**src/rtl/cpu_run_pkg.sv**
```systemverilog
// Shared constants for the CPU run/halt/step controller.
// Mode encoding as seen on the mode output.
package cpu_run_pkg;
  localparam logic [1:0] MODE_HALT = 2'd0;
  localparam logic [1:0] MODE_RUN  = 2'd1;
  localparam logic [1:0] MODE_STEP = 2'd2;
  localparam int CNT_W = 32;
endpackage

```
**src/rtl/cpu_run_ctrl_btn_debounce.sv**
```systemverilog
// Button conditioning: 2-flop synchronizer, stability debouncer and
// one-cycle press event on the debounced 1 -> 0 transition.
module btn_debounce
  import cpu_run_pkg::*;
#(
  parameter int DEBOUNCE_CYCLES = 270000
) (
  input  logic clk,
  input  logic rst,
  input  logic btn_n,
  output logic press
);
  localparam int CW =
    (DEBOUNCE_CYCLES > 1) ? $clog2(DEBOUNCE_CYCLES) : 1;
  localparam logic [CW-1:0] LAST = CW'(DEBOUNCE_CYCLES - 1);

  logic          sync1_q, sync1_d;
  logic          sync2_q, sync2_d;
  logic          deb_q, deb_d;
  logic          press_q, press_d;
  logic [CW-1:0] cnt_q, cnt_d;

  always_comb begin
    sync1_d = btn_n;
    sync2_d = sync1_q;
    deb_d   = deb_q;
    press_d = 1'b0;
    cnt_d   = '0;
    // Count consecutive cycles the synced level disagrees
    if (sync2_q != deb_q) begin
      if (cnt_q == LAST) begin
        deb_d   = sync2_q;
        press_d = ~sync2_q;
      end else begin
        cnt_d = cnt_q + 1'b1;
      end
    end
  end

  always_ff @(posedge clk) begin
    if (rst) begin
      sync1_q <= 1'b1;
      sync2_q <= 1'b1;
      deb_q   <= 1'b1;
      press_q <= 1'b0;
      cnt_q   <= '0;
    end else begin
      sync1_q <= sync1_d;
      sync2_q <= sync2_d;
      deb_q   <= deb_d;
      press_q <= press_d;
      cnt_q   <= cnt_d;
    end
  end

  assign press = press_q;
endmodule

```
**src/rtl/cpu_run_ctrl.sv**
```systemverilog
// Run/halt/single-step scheduler driving the CPU clock enable.
// Optional breakpoint halt: define CPU_RUN_CTRL_BREAK_EN.
module cpu_run_ctrl
  import cpu_run_pkg::*;
#(
  parameter int DEBOUNCE_CYCLES = 270000,
  parameter int DIV_LOG2        = 1,
  parameter bit RESET_RUN       = 1
) (
  input  logic             clk,
  input  logic             rst,
  input  logic             btn_mode_n,
  input  logic             btn_step_n,
`ifdef CPU_RUN_CTRL_BREAK_EN
  input  logic [31:0]      pc,
  input  logic [31:0]      brk_addr,
  input  logic             brk_valid,
`endif
  output logic             cpu_ce,
  output logic [1:0]       mode,
  output logic [CNT_W-1:0] cycle_count,
  output logic             run_led
);
  localparam int DW = (DIV_LOG2 > 0) ? DIV_LOG2 : 1;
  localparam logic [DW-1:0] DIV_LAST = DW'((1 << DIV_LOG2) - 1);
  localparam logic [1:0] RST_MODE = RESET_RUN ? MODE_RUN : MODE_HALT;

  logic             mode_ev, step_ev;
  logic [1:0]       mode_q, mode_d;
  logic             ce_q, ce_d;
  logic [DW-1:0]    div_q, div_d;
  logic [CNT_W-1:0] cnt_q, cnt_d;
  logic             due, brk_hit;

  btn_debounce #(.DEBOUNCE_CYCLES(DEBOUNCE_CYCLES)) u_mode (
    .clk(clk), .rst(rst), .btn_n(btn_mode_n), .press(mode_ev)
  );
  btn_debounce #(.DEBOUNCE_CYCLES(DEBOUNCE_CYCLES)) u_step (
    .clk(clk), .rst(rst), .btn_n(btn_step_n), .press(step_ev)
  );

`ifdef CPU_RUN_CTRL_BREAK_EN
  logic first_q, first_d;
  // The first due pulse after entering RUN skips the compare
  assign brk_hit = brk_valid && (pc == brk_addr) && !first_q;
`else
  assign brk_hit = 1'b0;
`endif

  assign due = (div_q == DIV_LAST);

  always_comb begin
    mode_d = mode_q;
    ce_d   = 1'b0;
    div_d  = div_q;
`ifdef CPU_RUN_CTRL_BREAK_EN
    first_d = first_q;
`endif
    unique case (1'b1)
      (mode_q == MODE_HALT): begin
        if (mode_ev) begin
          mode_d = MODE_RUN;
          div_d  = '0;
`ifdef CPU_RUN_CTRL_BREAK_EN
          first_d = 1'b1;
`endif
        end else if (step_ev) begin
          mode_d = MODE_STEP;
          ce_d   = 1'b1;
        end
      end
      (mode_q == MODE_STEP): mode_d = MODE_HALT;
      (mode_q == MODE_RUN): begin
        if (mode_ev) begin
          mode_d = MODE_HALT;
        end else begin
          div_d = due ? '0 : div_q + 1'b1;
          if (due && brk_hit) begin
            mode_d = MODE_HALT;
          end else if (due) begin
            ce_d = 1'b1;
`ifdef CPU_RUN_CTRL_BREAK_EN
            first_d = 1'b0;
`endif
          end
        end
      end
      default: mode_d = MODE_HALT;
    endcase
    cnt_d = cnt_q + {{(CNT_W-1){1'b0}}, ce_d};
  end

  always_ff @(posedge clk) begin
    if (rst) begin
      mode_q <= RST_MODE;
      ce_q   <= 1'b0;
      div_q  <= '0;
      cnt_q  <= '0;
`ifdef CPU_RUN_CTRL_BREAK_EN
      first_q <= 1'b1;
`endif
    end else begin
      mode_q <= mode_d;
      ce_q   <= ce_d;
      div_q  <= div_d;
      cnt_q  <= cnt_d;
`ifdef CPU_RUN_CTRL_BREAK_EN
      first_q <= first_d;
`endif
    end
  end

  assign cpu_ce      = ce_q;
  assign mode        = mode_q;
  assign cycle_count = cnt_q;
  assign run_led     = (mode_q == MODE_RUN);
endmodule

```
**config.mk**
```make
export PLATFORM = sky130hd
export DESIGN_NAME = cpu_run_ctrl
export DESIGN_NICKNAME = d
export VERILOG_FILES = /design/src/rtl/cpu_run_pkg.sv /design/src/rtl/cpu_run_ctrl_btn_debounce.sv /design/src/rtl/cpu_run_ctrl.sv
export SDC_FILE = /design/constraint.sdc
export NUM_CORES = 1
export LEC_CHECK = 0
export BUFFER_PORTS_ARGS = -buffer_cell sky130_fd_sc_hd__buf_2
export CAP_MARGIN = 25
export CORE_UTILIZATION = 55
export DETAILED_ROUTE_END_ITERATION = 8
export PLACE_DENSITY = 0.82
export SYNTH_ARGS = -nofsm -noshare
export SYNTH_HDL_FRONTEND = slang
export SYNTH_SLANG_ARGS = --single-unit
```
**constraint.sdc**
```tcl
create_clock -name clk -period 3.23 [get_ports clk]
set_input_delay 0.1615 -clock clk [delete_from_list [all_inputs] [get_ports clk]]
set_output_delay 0.1615 -clock clk [all_outputs]
set_load 0.1 [all_outputs]
```
==> impl_metrics.xml, run 1 <==
<?xml version="1.0" encoding="UTF-8"?>
<metrics>
  <group name="finish">
    <metric name="syn_to_final_growth" unit="%">11.83</metric>
    <metric name="layout_cells_sized_above_1" unit="%">14.09</metric>
    <metric name="finish.net_count" unit="">452</metric>
    <metric name="nFillCells" unit="">557</metric>
    <metric name="antenna_cells_inserted" unit="">0</metric>
  </group>
  <group name="routing">
    <metric name="totalWireLength" unit="um">7133</metric>
    <metric name="dr.first_iter.drc_count" unit="">124</metric>
    <metric name="avgViaCountPerCell" unit="">5.948</metric>
    <metric name="route.vias.total" unit="">3117</metric>
    <metric name="drc_errors" unit="">11</metric>
    <metric name="wire_per_inst" unit="um">13.61</metric>
    <metric name="dr_pass1_iterations" unit="">7</metric>
    <metric name="drt.antenna.violating_nets" unit="">0</metric>
  </group>
  <group name="setup_path">
    <metric name="worstReg2RegEnd" unit="">cycle_count[22]$_SDFF_PP0_</metric>
    <metric name="crit_type" unit="">flop to flop</metric>
    <metric name="worst_ep_arrival_time" unit="ns">2.87</metric>
    <metric name="r2r_setup_slack" unit="ns">0.63</metric>
    <metric name="cpPeakStageDelay" unit="ns">0.53</metric>
    <metric name="cp.required" unit="ns">3.50</metric>
    <metric name="worst-path-max-fanout" unit="">10</metric>
    <metric name="r2r-start" unit="">mode[0]$_SDFFE_PP1P_</metric>
    <metric name="worstSetupEndpointType" unit="">flop</metric>
    <metric name="critPathLaunchType" unit="">flop</metric>
    <metric name="cp_common_cell" unit="">ha_1</metric>
    <metric name="reg2reg_depth" unit="">8</metric>
    <metric name="worstSetupStartpoint" unit="">mode[0]$_SDFFE_PP1P_</metric>
    <metric name="crit_path_cell_trace" unit="">nand2b_1, a211oi_1, ha_1, ha_1, and2_1, nand3_2, or4_1, a21oi_1</metric>
    <metric name="endpoint" unit="">cycle_count[22]$_SDFF_PP0_</metric>
    <metric name="slowest_stage" unit="">or4_1</metric>
  </group>
  <group name="synthesis">
    <metric name="async_flop_share" unit="%">0</metric>
    <metric name="yosys.cell_count.top_type" unit="">dfxtp_1</metric>
    <metric name="synth_largest_area_cell" unit="">dfxtp_1</metric>
    <metric name="synth_enable_flop_cells" unit="">0</metric>
    <metric name="synth.ff_latch_count" unit="">82</metric>
    <metric name="yosys-top-cells-area" unit="">dfxtp_1 (45%), xor2_1 (6.2%), nor2_1 (4.3%)</metric>
    <metric name="netlist_top_cells_count" unit="">dfxtp_1 (82), nor2_1 (42), a21oi_1 (31), xor2_1 (26), nand4_1 (22)</metric>
    <metric name="yosys.cell_types.count" unit="">41</metric>
    <metric name="syn-cell-area" unit="sq um">3681</metric>
    <metric name="yosysSeqAreaShare" unit="%">44.60</metric>
    <metric name="post_synth.cell_area_avg" unit="sq um">8.978</metric>
    <metric name="post_synth_inst_count" unit="">410</metric>
    <metric name="netlist.area_leader.share" unit="%">44.60</metric>
    <metric name="synth_nets" unit="">419</metric>
    <metric name="synth_flop_cell" unit="">dfxtp_1</metric>
    <metric name="yosysWarnings" unit="">0</metric>
  </group>
  <group name="placed_design">
    <metric name="gp_routability_congestion" unit="">0.7786</metric>
    <metric name="io_buffer_count" unit="">39</metric>
    <metric name="hpwl" unit="um">4869</metric>
  </group>
  <group name="pwr">
    <metric name="leakage" unit="nW">1.474</metric>
    <metric name="total_power" unit="mW">1.942</metric>
    <metric name="ir_worst_vdd" unit="uV">252.3</metric>
    <metric name="power_density" unit="nW/um^2">471.8</metric>
  </group>
  <group name="run">
    <metric name="max_cap_viol_count" unit="">0</metric>
  </group>
  <group name="status">
    <metric name="failed_checks" unit="">design-rule violations</metric>
    <metric name="run_status" unit="">complete, but fails checks</metric>
  </group>
  <group name="timing">
    <metric name="final.min_clock_period" unit="ns">2.602</metric>
    <metric name="final-hold-violation-count" unit="">0</metric>
    <metric name="normalized_max_slew_margin" unit="%">48.35</metric>
    <metric name="worst_pin_slew" unit="ns">0.7725</metric>
    <metric name="grt_setup_unrepaired" unit="">no</metric>
    <metric name="maxClockFrequency" unit="GHz">0.3844</metric>
    <metric name="setup_viol" unit="">0</metric>
    <metric name="fin_skew" unit="ns">0.01093</metric>
    <metric name="timing.final.max_slew_violations" unit="">0</metric>
    <metric name="post_route_setup_tns" unit="ns">0</metric>
    <metric name="fin_crit_sh" unit="%">80.55</metric>
  </group>
  <group name="global_route">
    <metric name="grt_start_max_net_pins" unit="">44</metric>
    <metric name="globalRoute.totalOverflow" unit="">0</metric>
    <metric name="grt_pass1_vias" unit="">2770</metric>
    <metric name="grt_antenna_before_repair" unit="">0</metric>
    <metric name="groute.usage.overall" unit="%">21.03</metric>
    <metric name="grt_pass1_wl" unit="um">12140</metric>
  </group>
  <group name="clock_tree">
    <metric name="count_of_instances_resized_after_the_clock_tree_is_built" unit="">0</metric>
    <metric name="htree_num_levels" unit="">3</metric>
    <metric name="cts-buffers-inserted" unit="">9</metric>
    <metric name="postCtsHoldBufs" unit="">2</metric>
    <metric name="cts_tree" unit="">done</metric>
    <metric name="clock_sink_count" unit="">82</metric>
    <metric name="worst_setup_hold_path_clk_slew" unit="ns">0.08</metric>
    <metric name="clkLatencyLatePin" unit="ns">0.35</metric>
    <metric name="cts_post_setup_buffers_inserted" unit="">0</metric>
    <metric name="master_cell_of_the_clock_root_buffer" unit="">clkbuf_8</metric>
    <metric name="clock_tree.buffer_depth" unit="">2</metric>
  </group>
  <group name="floorplan">
    <metric name="placementRows" unit="">29</metric>
    <metric name="dieArea" unit="sq um">7024</metric>
    <metric name="top_level_port_count" unit="">40</metric>
    <metric name="die_width" unit="um">83.81</metric>
    <metric name="floorplan.die.height" unit="um">83.81</metric>
    <metric name="initial_core_util" unit="%">57.32</metric>
    <metric name="core_area" unit="sq um">6422</metric>
  </group>
  <group name="hold_path">
    <metric name="cell_depth_of_the_worst_hold_path" unit="">2</metric>
    <metric name="hold_path_class" unit="">primary input to flop</metric>
  </group>
</metrics>
[how the worst min path moves through the flow]
stage                    start                   endpoint  slack [ns]
floorplan           btn_mode_n  u_mode.sync1_q$_SDFF_PP1_        0.27
global placement    btn_step_n  u_step.sync1_q$_SDFF_PP1_        0.35
finish                     rst  cycle_count[8]$_SDFF_PP0_        0.37
CTS                        rst  cycle_count[8]$_SDFF_PP0_        0.36
global route               rst  cycle_count[8]$_SDFF_PP0_        0.38
detailed placement  btn_step_n  u_step.sync1_q$_SDFF_PP1_        0.35
[power by group]
part	switching, mW	leakage [nW]	internal, mW	total, mW
clock	0.356	0.116	0.510	0.865
combinational	0.0416	0.695	0.0126	0.0542
sequential	0.00550	0.662	1.02	1.02
[worst max-delay path, delay by kind of cell, from the launching register on]
kind | cells | cell delay [ns]
adder cells (fa/ha/maj) | 2 | 0.45
AND/OR/NAND/NOR | 4 | 1.18
AO/OA/AOI/OAI | 2 | 0.52
flip-flops | 1 | 0.37
[logic make-up after synthesis]
logic type / count (synthesis) / synth area share (%)
flip-flops: 82 / 44.60
adder cells (fa/ha/maj): 5 / 1.700
XOR/XNOR: 37 / 8.804
AO/OA/AOI/OAI: 71 / 11.49
buffers and inverters: 29 / 3.943
AND/OR/NAND/NOR: 186 / 29.47
[state kept, by name (all words and copies together) (netlist names)]
| signal | count |
|---|---|
| u_mode.sync2_q | 1 |
| cpu_ce | 1 |
| u_step.sync1_q | 1 |
| u_step.sync2_q | 1 |
| u_mode.cnt_q | 19 |
| u_mode.deb_q | 1 |
| u_mode.sync1_q | 1 |
| u_step.cnt_q | 19 |
| u_step.deb_q | 1 |
| cycle_count | 32 |
| mode | 2 |
| u_step.press | 1 |
| u_mode.press | 1 |
| div_q | 1 |
[cells in the final DEF (no fill, tap or decap), drive strengths merged, types with 2 or more instances in the layout]
cell and n:
dfxtp 82, nor2 42, buf 39, a21oi 31
xor2 26, nand4 25, nand3 21, nand2 20
o31ai 17, or4 17, o21ai 17, and4 14
or3 13, xnor2 11, inv 10, clkbuf 10
and3 8, and2 7, or2 5, ha 5
nor2b 3, nor4 3, bufinv 3, nor3 2
dlygate4sd3 2, clkinv 2
[cell type report]
type | count | area, sq um | area share [%]
clock buffers | 10 | 127.6 | 3.100
clock inverters | 5 | 103.9 | 2.523
inverters | 10 | 37.54 | 0.9119
multi-input cells | 299 | 1894 | 46.02
flip-flops and latches | 82 | 1642 | 39.88
well taps | 77 | 96.34 | 2.340
repair buffers | 41 | 215.2 | 5.228
[per-stage QoR]
| step | std cells | hold WS (ns) | worst slack [ns] | utilization (%) | instance area (sq um) |
|---|---|---|---|---|---|
| 2_1_floorplan | 410 | 0.2653 | 0.2191 | - | 3681 |
| 3_3_place_gp | 507 | 0.3457 | 0.7992 | 60.18 | 3865 |
| 3_5_place_dp | 507 | 0.3469 | 0.6924 | 60.18 | 3865 |
| 4_1_cts | 524 | 0.3624 | 0.6243 | 64.10 | 4116 |
| 5_1_grt | 524 | 0.3774 | 0.4066 | 64.10 | 4116 |
| 6_report | 524 | 0.3671 | 0.6282 | 64.10 | 4116 |
[metal layers]
layer / up-vias / wire (um) / global-route usage [%]
met5: - / 0 / 0
met4: 0 / 142 / 8.934
met3: 13 / 242 / 4.847
met2: 61 / 3432 / 36.51
met1: 1484 / 3316 / 24.84
li1: 1559 / - / -
Note: power is estimated with default switching activity, not from simulation.
==> inputs of run 2 (changes only) <==
==> constraint.sdc (replaced) <==
create_clock -name clk -period 2.5 [get_ports clk]
set_input_delay 0.125 -clock clk [delete_from_list [all_inputs] [get_ports clk]]
set_output_delay 0.125 -clock clk [all_outputs]
set_load 0.1 [all_outputs]
==> run 2 against run 1 <==
Effect of this change:
- the run still ends with design-rule violations left
- sequential power increased by 29%
- clock power grew 24%
- core utilization up 0.62 points
- critical path type unchanged
- critical endpoint is now cycle_count[30]$_SDFF_PP0_
==> impl_metrics.xml, run 2 (synthesis results as in run 1) <==
<?xml version="1.0" encoding="UTF-8"?>
<metrics>
  <group name="finish">
    <metric name="largest_register_ffs" unit="">32</metric>
    <metric name="antenna_cells_inserted" unit="">0</metric>
    <metric name="syn_to_final_growth" unit="%">12.92</metric>
    <metric name="finish.net_count" unit="">456</metric>
    <metric name="layout_commonest_cell" unit="">dfxtp_1</metric>
    <metric name="layout.cells.most_common_list" unit="">dfxtp_1 (79), nor2_1 (42), buf_2 (39)</metric>
    <metric name="layout_cells_sized_above_1" unit="%">16.37</metric>
  </group>
  <group name="routing">
    <metric name="drc_errors" unit="">10</metric>
    <metric name="route.vias.total" unit="">3120</metric>
    <metric name="avgViaCountPerCell" unit="">5.898</metric>
    <metric name="wire_per_inst" unit="um">13.86</metric>
    <metric name="totalWireLength" unit="um">7331</metric>
    <metric name="dr_pass1_iterations" unit="">6</metric>
    <metric name="dr.first_iter.drc_count" unit="">122</metric>
    <metric name="drt.antenna.violating_nets" unit="">0</metric>
  </group>
  <group name="global_route">
    <metric name="grt_antenna_before_repair" unit="">0</metric>
    <metric name="globalRoute.totalOverflow" unit="">0</metric>
    <metric name="grt_pass1_wl" unit="um">12490</metric>
    <metric name="grt_start_max_net_pins" unit="">35</metric>
    <metric name="grt_pass1_vias" unit="">2882</metric>
    <metric name="groute.usage.overall" unit="%">21.97</metric>
  </group>
  <group name="hold_path">
    <metric name="hold_wc_startpoint" unit="">rst</metric>
    <metric name="hold_path_class" unit="">primary input to flop</metric>
    <metric name="cell_depth_of_the_worst_hold_path" unit="">2</metric>
    <metric name="hold-path-endpoint" unit="">u_step.cnt_q[2]$_SDFF_PP0_</metric>
  </group>
  <group name="timing">
    <metric name="post_route_setup_tns" unit="ns">0</metric>
    <metric name="timing.final.max_slew_violations" unit="">0</metric>
    <metric name="final.min_clock_period" unit="ns">2.379</metric>
    <metric name="fin_skew" unit="ns">0.01035</metric>
    <metric name="setup_viol" unit="">0</metric>
    <metric name="worst_pin_slew" unit="ns">0.5510</metric>
    <metric name="normalized_max_slew_margin" unit="%">63.26</metric>
    <metric name="grt_setup_unrepaired" unit="">no</metric>
    <metric name="final-hold-violation-count" unit="">0</metric>
    <metric name="maxClockFrequency" unit="GHz">0.4203</metric>
    <metric name="fin_crit_sh" unit="%">95.17</metric>
  </group>
  <group name="pwr">
    <metric name="p_comb_share" unit="%">3.0</metric>
    <metric name="power_switching" unit="mW">0.5458</metric>
    <metric name="ir_worst_vdd" unit="uV">362.4</metric>
    <metric name="clock_power_share" unit="%">43.5</metric>
    <metric name="power.sequential.fraction" unit="%">53.5</metric>
    <metric name="leakage" unit="nW">1.478</metric>
    <metric name="total_power" unit="mW">2.468</metric>
    <metric name="cellInternalPower" unit="mW">1.922</metric>
    <metric name="switching_share" unit="%">22.12</metric>
    <metric name="power_density" unit="nW/um^2">593.7</metric>
  </group>
  <group name="setup_path">
    <metric name="reg2reg_depth" unit="">8</metric>
    <metric name="worstSetupEndpointType" unit="">flop</metric>
    <metric name="crit_type" unit="">flop to flop</metric>
    <metric name="worst-path-max-fanout" unit="">8</metric>
    <metric name="worst_ep_arrival_time" unit="ns">2.66</metric>
    <metric name="r2r-start" unit="">mode[0]$_SDFFE_PP1P_</metric>
    <metric name="r2r_setup_slack" unit="ns">0.12</metric>
    <metric name="worstReg2RegEnd" unit="">cycle_count[30]$_SDFF_PP0_</metric>
    <metric name="cp.required" unit="ns">2.78</metric>
    <metric name="critPathLaunchType" unit="">flop</metric>
  </group>
  <group name="clock_tree">
    <metric name="master_cell_of_the_clock_root_buffer" unit="">clkbuf_8</metric>
    <metric name="clock_sink_count" unit="">82</metric>
    <metric name="htree_num_levels" unit="">3</metric>
    <metric name="cts_tree" unit="">done</metric>
    <metric name="cts-buffers-inserted" unit="">9</metric>
    <metric name="worst_setup_hold_path_clk_slew" unit="ns">0.08</metric>
    <metric name="clock_tree.buffer_depth" unit="">2</metric>
    <metric name="clkLatencyLatePin" unit="ns">0.35</metric>
  </group>
  <group name="placed_design">
    <metric name="io_buffer_count" unit="">39</metric>
    <metric name="hpwl" unit="um">4912</metric>
    <metric name="gp_routability_congestion" unit="">0.7718</metric>
  </group>
  <group name="floorplan">
    <metric name="die_width" unit="um">83.81</metric>
    <metric name="top_level_port_count" unit="">40</metric>
    <metric name="floorplan.die.height" unit="um">83.81</metric>
    <metric name="dieArea" unit="sq um">7024</metric>
    <metric name="initial_core_util" unit="%">57.32</metric>
    <metric name="core_area" unit="sq um">6422</metric>
    <metric name="placementRows" unit="">29</metric>
  </group>
  <group name="run">
    <metric name="max_cap_viol_count" unit="">0</metric>
  </group>
  <group name="status">
    <metric name="run_status" unit="">complete, but fails checks</metric>
    <metric name="failed_checks" unit="">design-rule violations</metric>
  </group>
</metrics>
run 2: cell count changes in the layout (fill, tap and decap cells not counted), moves of 2 or more:
cell / change
buf_4: +4
clkinvlp_4: +4
dfxtp_1: -3
dfxtp_2: +2
run 2: timing repair:
action,CTS,global route
gates resized for setup,0,1
hold endpoints to repair,2,0
setup endpoints to repair,0,7
hold buffers,2,0
setup buffers,0,1
run 2: cell type report:
cell class	count	area [sq um]
clock buffers	10	137.6
clock inverters	6	90.09
fillers	529	2266
inverters	10	37.54
multi-input cells	299	1902
flip-flops and latches	82	1648
well taps	77	96.34
repair buffers	45	245.2
run 2: layer usage:
metal	vias up	track usage (%)	part of all wire, %
met2	74	37.85	49
met3	15	6.627	4.7
li1	1573	-	-
met5	-	0	0
met4	0	7.524	1.5
met1	1458	25.94	45
run 2: critical path, cell delays in order (launching register included):
cell and delay (ns):
dfxtp_4 0.37, nand2b_1 0.17, a211oi_2 0.23, ha_2 0.23
ha_1 0.20, and4_1 0.23, nand4_2 0.20, or4_1 0.52
a21oi_1 0.14
run 2: stage by stage:
stage / cell area, sq um / worst slack (ns) / instances / hold WS, ns / util [%]
floorplan: 3692 / 0.04207 / 410 / 0.2288 / -
global placement: 3899 / 0.1829 / 510 / 0.3092 / 60.71
detailed placement: 3899 / 0.09359 / 510 / 0.3107 / 60.71
CTS: 4146 / 0.05319 / 528 / 0.05297 / 64.56
global route: 4156 / 0.009251 / 529 / 0.07078 / 64.72
finish: 4156 / 0.1207 / 529 / 0.05425 / 64.72
run 2: worst max path at each step:
stage               depth (start not counted)                         end                 start  slack, ns
floorplan                                   9  cycle_count[22]$_SDFF_PP0_  mode[0]$_SDFFE_PP1P_       0.04
global placement                            8  cycle_count[30]$_SDFF_PP0_  mode[0]$_SDFFE_PP1P_       0.18
detailed placement                          8  cycle_count[30]$_SDFF_PP0_  mode[0]$_SDFFE_PP1P_       0.09
CTS                                         8  cycle_count[30]$_SDFF_PP0_  mode[0]$_SDFFE_PP1P_       0.05
global route                                8  cycle_count[30]$_SDFF_PP0_  mode[0]$_SDFFE_PP1P_      0.009
finish                                      8  cycle_count[30]$_SDFF_PP0_  mode[0]$_SDFFE_PP1P_       0.12
run 2: power by group through the flow:
stage	clock [mW]	sequential, mW	combinational [mW]
6_report	1.07	1.32	0.0749
5_1_grt	1.15	1.32	0.0810
4_1_cts	1.10	1.32	0.0736
3_5_place_dp	0	1.35	0.0710
3_3_place_gp	0	1.35	0.0704
2_1_floorplan	0	1.38	0.0285
